<file path="src/rtl/store_port_if.sv">
// Store-port bundle: requester-side handshake and payload in, registered cache-side request out.
interface store_port_if #(
  parameter int NR_PORTS   = 2,
  parameter int ADDR_WIDTH = 56,
  parameter int DATA_WIDTH = 64
);
  localparam int BE_W  = DATA_WIDTH / 8;
  localparam int IDX_W = $clog2(NR_PORTS);

  logic [NR_PORTS-1:0]            req_i;
  logic [NR_PORTS*ADDR_WIDTH-1:0] addr_i;
  logic [NR_PORTS*DATA_WIDTH-1:0] data_i;
  logic [NR_PORTS*BE_W-1:0]       be_i;
  logic [NR_PORTS*2-1:0]          size_i;
  logic [NR_PORTS-1:0]            gnt_o;
  logic                           pause_i;
  logic                           drained_o;
  logic                           data_req_o;
  logic                           data_gnt_i;
  logic [ADDR_WIDTH-1:0]          address_o;
  logic [DATA_WIDTH-1:0]          wdata_o;
  logic [BE_W-1:0]                be_o;
  logic [1:0]                     size_o;
  logic [IDX_W-1:0]               src_id_o;

  modport master (
    output req_i, addr_i, data_i, be_i, size_i, pause_i, data_gnt_i,
    input  gnt_o, drained_o, data_req_o, address_o, wdata_o, be_o, size_o, src_id_o
  );

  modport slave (
    input  req_i, addr_i, data_i, be_i, size_i, pause_i, data_gnt_i,
    output gnt_o, drained_o, data_req_o, address_o, wdata_o, be_o, size_o, src_id_o
  );
endinterface

</file>
<file path="src/rtl/store_port_arbiter.sv">
// Round-robin arbiter for the single data-cache store port; holds the winning payload
// until the cache grants it and supports pause/drain for fences and flushes.
module store_port_arbiter #(
  parameter int NR_PORTS   = 2,
  parameter int ADDR_WIDTH = 56,
  parameter int DATA_WIDTH = 64
) (
  input  logic         clk_i,
  input  logic         rst_i,
  store_port_if.slave  bus
);
  localparam int BE_W  = DATA_WIDTH / 8;
  localparam int IDX_W = $clog2(NR_PORTS);

  localparam logic [0:0] ST_IDLE    = 1'b0;
  localparam logic [0:0] ST_PENDING = 1'b1;

  logic [0:0]            state_q, state_d;
  logic [IDX_W-1:0]      rr_ptr_q, rr_ptr_d;
  logic [ADDR_WIDTH-1:0] addr_q, addr_d;
  logic [DATA_WIDTH-1:0] wdata_q, wdata_d;
  logic [BE_W-1:0]       be_q, be_d;
  logic [1:0]            size_q, size_d;
  logic [IDX_W-1:0]      src_q, src_d;

  logic [IDX_W-1:0]      cand;
  logic [IDX_W-1:0]      winner;
  logic                  found;
  logic                  free;
  logic                  accept;
  logic [NR_PORTS-1:0]   gnt;

  // First requester at or after rr_ptr, wrapping at NR_PORTS
  always_comb begin
    cand   = '0;
    winner = '0;
    found  = 1'b0;
    for (int i = 0; i < NR_PORTS; i++) begin
      cand = IDX_W'((int'(rr_ptr_q) + i) % NR_PORTS);
      if (!found && bus.req_i[cand]) begin
        found  = 1'b1;
        winner = cand;
      end
    end
  end

  // Acceptance is masked during reset so no requester sees a grant whose capture is discarded
  always_comb begin
    free     = (state_q == ST_IDLE) || ((state_q == ST_PENDING) && bus.data_gnt_i);
    accept   = free && !bus.pause_i && found && !rst_i;
    gnt      = '0;
    state_d  = state_q;
    rr_ptr_d = rr_ptr_q;
    addr_d   = addr_q;
    wdata_d  = wdata_q;
    be_d     = be_q;
    size_d   = size_q;
    src_d    = src_q;
    if (accept) begin
      gnt[winner] = 1'b1;
      state_d     = ST_PENDING;
      rr_ptr_d    = IDX_W'((int'(winner) + 1) % NR_PORTS);
      addr_d      = bus.addr_i[int'(winner)*ADDR_WIDTH +: ADDR_WIDTH];
      wdata_d     = bus.data_i[int'(winner)*DATA_WIDTH +: DATA_WIDTH];
      be_d        = bus.be_i[int'(winner)*BE_W +: BE_W];
      size_d      = bus.size_i[int'(winner)*2 +: 2];
      src_d       = winner;
    end else if ((state_q == ST_PENDING) && bus.data_gnt_i) begin
      state_d = ST_IDLE;
    end
  end

  always_ff @(posedge clk_i) begin
    if (rst_i) begin
      state_q  <= ST_IDLE;
      rr_ptr_q <= '0;
      addr_q   <= '0;
      wdata_q  <= '0;
      be_q     <= '0;
      size_q   <= '0;
      src_q    <= '0;
    end else begin
      state_q  <= state_d;
      rr_ptr_q <= rr_ptr_d;
      addr_q   <= addr_d;
      wdata_q  <= wdata_d;
      be_q     <= be_d;
      size_q   <= size_d;
      src_q    <= src_d;
    end
  end

  assign bus.gnt_o      = gnt;
  assign bus.drained_o  = bus.pause_i && (state_q == ST_IDLE);
  assign bus.data_req_o = (state_q == ST_PENDING);
  assign bus.address_o  = addr_q;
  assign bus.wdata_o    = wdata_q;
  assign bus.be_o       = be_q;
  assign bus.size_o     = size_q;
  assign bus.src_id_o   = src_q;
endmodule
</file>
<file path="src/flat_wrapper.sv">
// flat-port wrapper written by rule: the top's interface ports become plain ports
module store_port_arbiter_flat 
#(
  parameter int NR_PORTS   = 2,
  parameter int ADDR_WIDTH = 56,
  parameter int DATA_WIDTH = 64
)
  (clk_i, rst_i, bus_req_i, bus_addr_i, bus_data_i, bus_be_i, bus_size_i, bus_pause_i, bus_data_gnt_i, bus_gnt_o, bus_drained_o, bus_data_req_o, bus_address_o, bus_wdata_o, bus_be_o, bus_size_o, bus_src_id_o);
  store_port_if #(.NR_PORTS(NR_PORTS), .ADDR_WIDTH(ADDR_WIDTH), .DATA_WIDTH(DATA_WIDTH)) bus_i ();
  input  logic clk_i;
  input  logic rst_i;
  input wire logic [$bits(bus_i.req_i)-1:0] bus_req_i;
  input wire logic [$bits(bus_i.addr_i)-1:0] bus_addr_i;
  input wire logic [$bits(bus_i.data_i)-1:0] bus_data_i;
  input wire logic [$bits(bus_i.be_i)-1:0] bus_be_i;
  input wire logic [$bits(bus_i.size_i)-1:0] bus_size_i;
  input wire logic [$bits(bus_i.pause_i)-1:0] bus_pause_i;
  input wire logic [$bits(bus_i.data_gnt_i)-1:0] bus_data_gnt_i;
  output wire logic [$bits(bus_i.gnt_o)-1:0] bus_gnt_o;
  output wire logic [$bits(bus_i.drained_o)-1:0] bus_drained_o;
  output wire logic [$bits(bus_i.data_req_o)-1:0] bus_data_req_o;
  output wire logic [$bits(bus_i.address_o)-1:0] bus_address_o;
  output wire logic [$bits(bus_i.wdata_o)-1:0] bus_wdata_o;
  output wire logic [$bits(bus_i.be_o)-1:0] bus_be_o;
  output wire logic [$bits(bus_i.size_o)-1:0] bus_size_o;
  output wire logic [$bits(bus_i.src_id_o)-1:0] bus_src_id_o;
  assign bus_i.req_i = bus_req_i;
  assign bus_i.addr_i = bus_addr_i;
  assign bus_i.data_i = bus_data_i;
  assign bus_i.be_i = bus_be_i;
  assign bus_i.size_i = bus_size_i;
  assign bus_i.pause_i = bus_pause_i;
  assign bus_i.data_gnt_i = bus_data_gnt_i;
  assign bus_gnt_o = bus_i.gnt_o;
  assign bus_drained_o = bus_i.drained_o;
  assign bus_data_req_o = bus_i.data_req_o;
  assign bus_address_o = bus_i.address_o;
  assign bus_wdata_o = bus_i.wdata_o;
  assign bus_be_o = bus_i.be_o;
  assign bus_size_o = bus_i.size_o;
  assign bus_src_id_o = bus_i.src_id_o;
  store_port_arbiter #(.NR_PORTS(NR_PORTS), .ADDR_WIDTH(ADDR_WIDTH), .DATA_WIDTH(DATA_WIDTH)) u_core (.clk_i(clk_i), .rst_i(rst_i), .bus(bus_i));
endmodule
</file>
<file path="config.mk">
export PLATFORM = sky130hd
export DESIGN_NAME = store_port_arbiter_flat
export DESIGN_NICKNAME = d
export VERILOG_FILES = /design/src/rtl/store_port_if.sv /design/src/rtl/store_port_arbiter.sv /design/src/flat_wrapper.sv
export SDC_FILE = /design/constraint.sdc
export NUM_CORES = 1
export LEC_CHECK = 0
export ABC_AREA = 1
export CAP_MARGIN = 20
export CORE_AREA = 2 2 157 159
export DETAILED_ROUTE_END_ITERATION = 10
export DIE_AREA = 0 0 159 161
export GPL_TIMING_DRIVEN = 0
export PLACE_DENSITY_LB_ADDON = 0.12
export SLEW_MARGIN = 15
export SYNTH_ARGS = -nofsm -noshare
export SYNTH_HDL_FRONTEND = slang
export SYNTH_SLANG_ARGS = --single-unit
</file>
<file path="constraint.sdc">
create_clock -name clk_i -period 1.6 [get_ports clk_i]
set_clock_uncertainty 0.1 [all_clocks]
set_input_delay 0.32 -clock clk_i [delete_from_list [all_inputs] [get_ports clk_i]]
set_output_delay 0.32 -clock clk_i [all_outputs]
set_load 0.005 [all_outputs]
</file>
==> results of run 1 <==
through the flow:
step	instance area, sq um	utilization, %	power (mW)	worst slack (ns)
finish	11700	48.9	9.56	-0.161
global route	11700	48.9	10.0	-0.210
CTS	11600	48.3	9.63	-0.171
detailed placement	10900	45.3	5.70	-1.44
global placement	10900	45.3	5.70	-1.40
floorplan	6460	-	4.42	0.111
cell usage after synthesis, types with 2 or more instances:
library cell	n	share of area, %
nand2_1	524	30
dfxtp_1	133	41
a21oi_1	130	10
nand3_1	130	10
buf_2	37	2.9
clkbuf_1	37	2.1
buf_6	9	1.6
inv_1	6	0.35
nor2_1	5	0.29
buf_4	3	0.35
inv_2	2	0.12
o21ai_0	2	0.15
final timing paths:
kind                                 from                       end  slack, ns  cells after the start
hold reg to reg   u_core.bus.address_o[8]   u_core.bus.address_o[8]       0.36                      2
setup reg to reg          u_core.rr_ptr_q  u_core.bus.address_o[41]      -0.01                      8
hold / removal             bus_data_gnt_i     u_core.bus.data_req_o       0.23                      4
setup / recovery          u_core.rr_ptr_q              bus_gnt_o[0]      -0.16                      7
worst max-delay path, stage by stage (launching register included):
cell and delay, ns:
dfxtp_2 0.32, inv_2 0.07, nand2_4 0.06, nand2_4 0.09, clkbuf_16 0.15, inv_6 0.03, nor2_4 0.09, buf_6 0.11
registers in the layout, summed over array words and instances (netlist names):
name	flops
u_core.bus.wdata_o	64
u_core.rr_ptr_q	1
u_core.bus.be_o	8
u_core.bus.address_o	56
u_core.bus.src_id_o	1
u_core.bus.size_o	2
u_core.bus.data_req_o	1
logic make-up after synthesis:
kind of cell | Yosys count | synth area share, %
compound gates | 133 | 10.3
buf+inv | 94 | 7.40
flops | 133 | 41.2
simple gates | 661 | 41.1
layer usage:
layer	track usage [%]	vias up	share of wire [%]
met1	25.7	3607	42
li1	-	4133	-
met3	7.45	21	8.2
met5	0	-	0.045
met4	4.59	2	0.96
met2	37.4	289	49
power breakdown:
| part | switching (mW) | leakage [nW] | internal, mW |
|---|---|---|---|
| Clock | 1.59 | 0.267 | 2.32 |
| Sequential | 0.0734 | 1.09 | 3.47 |
| Combinational | 0.958 | 4.11 | 1.16 |
| Total | 2.62 | 5.47 | 6.94 |
final cells by class:
| class | instances | area, sq um | area share [%] |
|---|---|---|---|
| sequential | 133 | 2680 | 22.9 |
| multi-input combinational | 794 | 3370 | 28.8 |
| timing repair buffer | 412 | 4010 | 34.3 |
| clock buffer | 19 | 433 | 3.70 |
| buffer | 85 | 619 | 5.29 |
| inverter | 8 | 42.5 | 0.363 |
| clock inverter | 13 | 150 | 1.28 |
| tap | 324 | 405 | 3.46 |
what timing repair did:
item                                    CTS  global route
gates resized for setup                 205            42
buffers inserted                         10             1
gates cloned                              2             2
hold endpoints to repair                  0             0
pin swaps                                 7             0
endpoints found under the setup margin  260           123
==> summary.txt, run 1 <==
Cells and area
  – Area grow syn2layout: 81.2%
  – Fillers: 2573
  – Most frequent cells in the layout: 521 x nand2_1, 260 x clkdlybuf4s50_1, 136 x dlygate4sd2_1
  – Final cell count without fillers: 1788
  – Commonest non-fill, non-tap cell in the layout: nand2_1
  – Share of layout cells above drive strength 1: 8.67%
  – Fin nets: 1717
  – Antenna cells: 0

Logic synthesis
  – YS warnings: 0
  – Ys async rst share: 0%
  – EDFF count, synth: 0
  – Yosys cell types: 15
  – FF+latch count, synth: 133
  – Syn avg cell area: 6.33 sq um
  – Post-Syn Nets: 1287
  – Register area share after synthesis: 41.2%
  – Cells after Synth: 1021
  – Synth Cell Area: 6460 sq um
  – Top FF cell, synth: dfxtp_1

Worst setup path
  – Arr. time, crit path: 1.34 ns
  – Setup CP Type: flip-flop to output pin
  – CP endpoint kind: output pin
  – CP Launch Type: flip-flop
  – Crit-path max FO: 4
  – Worst EP required: 1.18 ns

Place
  – Placed cells: 1743
  – PortBufs: 398
  – Placer Congestion: 0.843
  – Detailed placement HPWL: 21600 um

Outcome
  – Status: finished, violations left
  – Failing checks: setup timing

Timing
  – Fin crit period: 1.76 ns
  – Unrepaired setup endpoints after global routing: true
  – Fin. max-slew vios: 0
  – Setup violators final: 3
  – Hold WS: 0.230 ns
  – Slew margin rel.: 59.4%
  – Hold Vio Cnt, Final: 0
  – Setup ws final: -0.161 ns
  – Setup TNS: -0.317 ns
  – Fmax achieved: 568 MHz
  – Final period util: 110%
  – Worst slew pin tran: 0.609 ns

Clock network
  – Max Buffers Root-to-Sink: 2
  – CTS sink cnt: 133
  – CTS Buf Count: 17
  – Hold Buf Count CTS: 0
  – Clk slew on worst S/H paths: 0.06 ns
  – Worst-Skew Late Latency: 0.42 ns
  – H-tree Lvls: 4
  – CTS tree: built
  – Root Driver: clkbuf_16

Global routing
  – Vias in the first global route: 7621
  – First-pass GRT wire length: 43000 um
  – Final global-route overflow total: 0
  – Largest net degree at the start of global routing: 17
  – Antenna violations before repair: 1
  – GRT Util Overall: 21.5%

Power
  – PwrDens: 816 nW/um^2
  – Leakage power: 5.47 nW
  – Peak VDD IR: 0.479 mV

Drt
  – Pre-Repair DR Iteration Count: 5
  – DR vias: 8052
  – Routed wire length: 28700 um
  – DR vias/cell: 4.50
  – DRT iter0 DRCs: 313
  – Post-DRT Antenna Nets: 0
  – # DRC: 0
  – Wire length per cell: 16.0 um

Floorplan
  – Die width: 159 um
  – # IOs: 401
  – Die H: 161 um
  – Row Count: 57
  – Total die area: 25600 sq um
  – Initial Utilization: 27.0%
  – Core area: 24000 sq um

Hold path
  – Hold WC Path Type: primary input to flip-flop

Flow run
  – Max Cap Viol: 0
Power figures use the tool's default switching activity.
==> run 2: changes to the inputs <==
--- a/config.mk
+++ b/config.mk
@@ -8,11 +8,11 @@
 export ABC_AREA = 1
 export CAP_MARGIN = 20
 export CORE_AREA = 2 2 157 159
+export CTS_CLUSTER_SIZE = 24
 export DETAILED_ROUTE_END_ITERATION = 10
 export DIE_AREA = 0 0 159 161
 export GPL_TIMING_DRIVEN = 0
 export PLACE_DENSITY_LB_ADDON = 0.12
-export SLEW_MARGIN = 15
 export SYNTH_ARGS = -nofsm -noshare
 export SYNTH_HDL_FRONTEND = slang
 export SYNTH_SLANG_ARGS = --single-unit
==> results of run 2 <==
Final layout, timing and power as in run 1 (identical DEF).
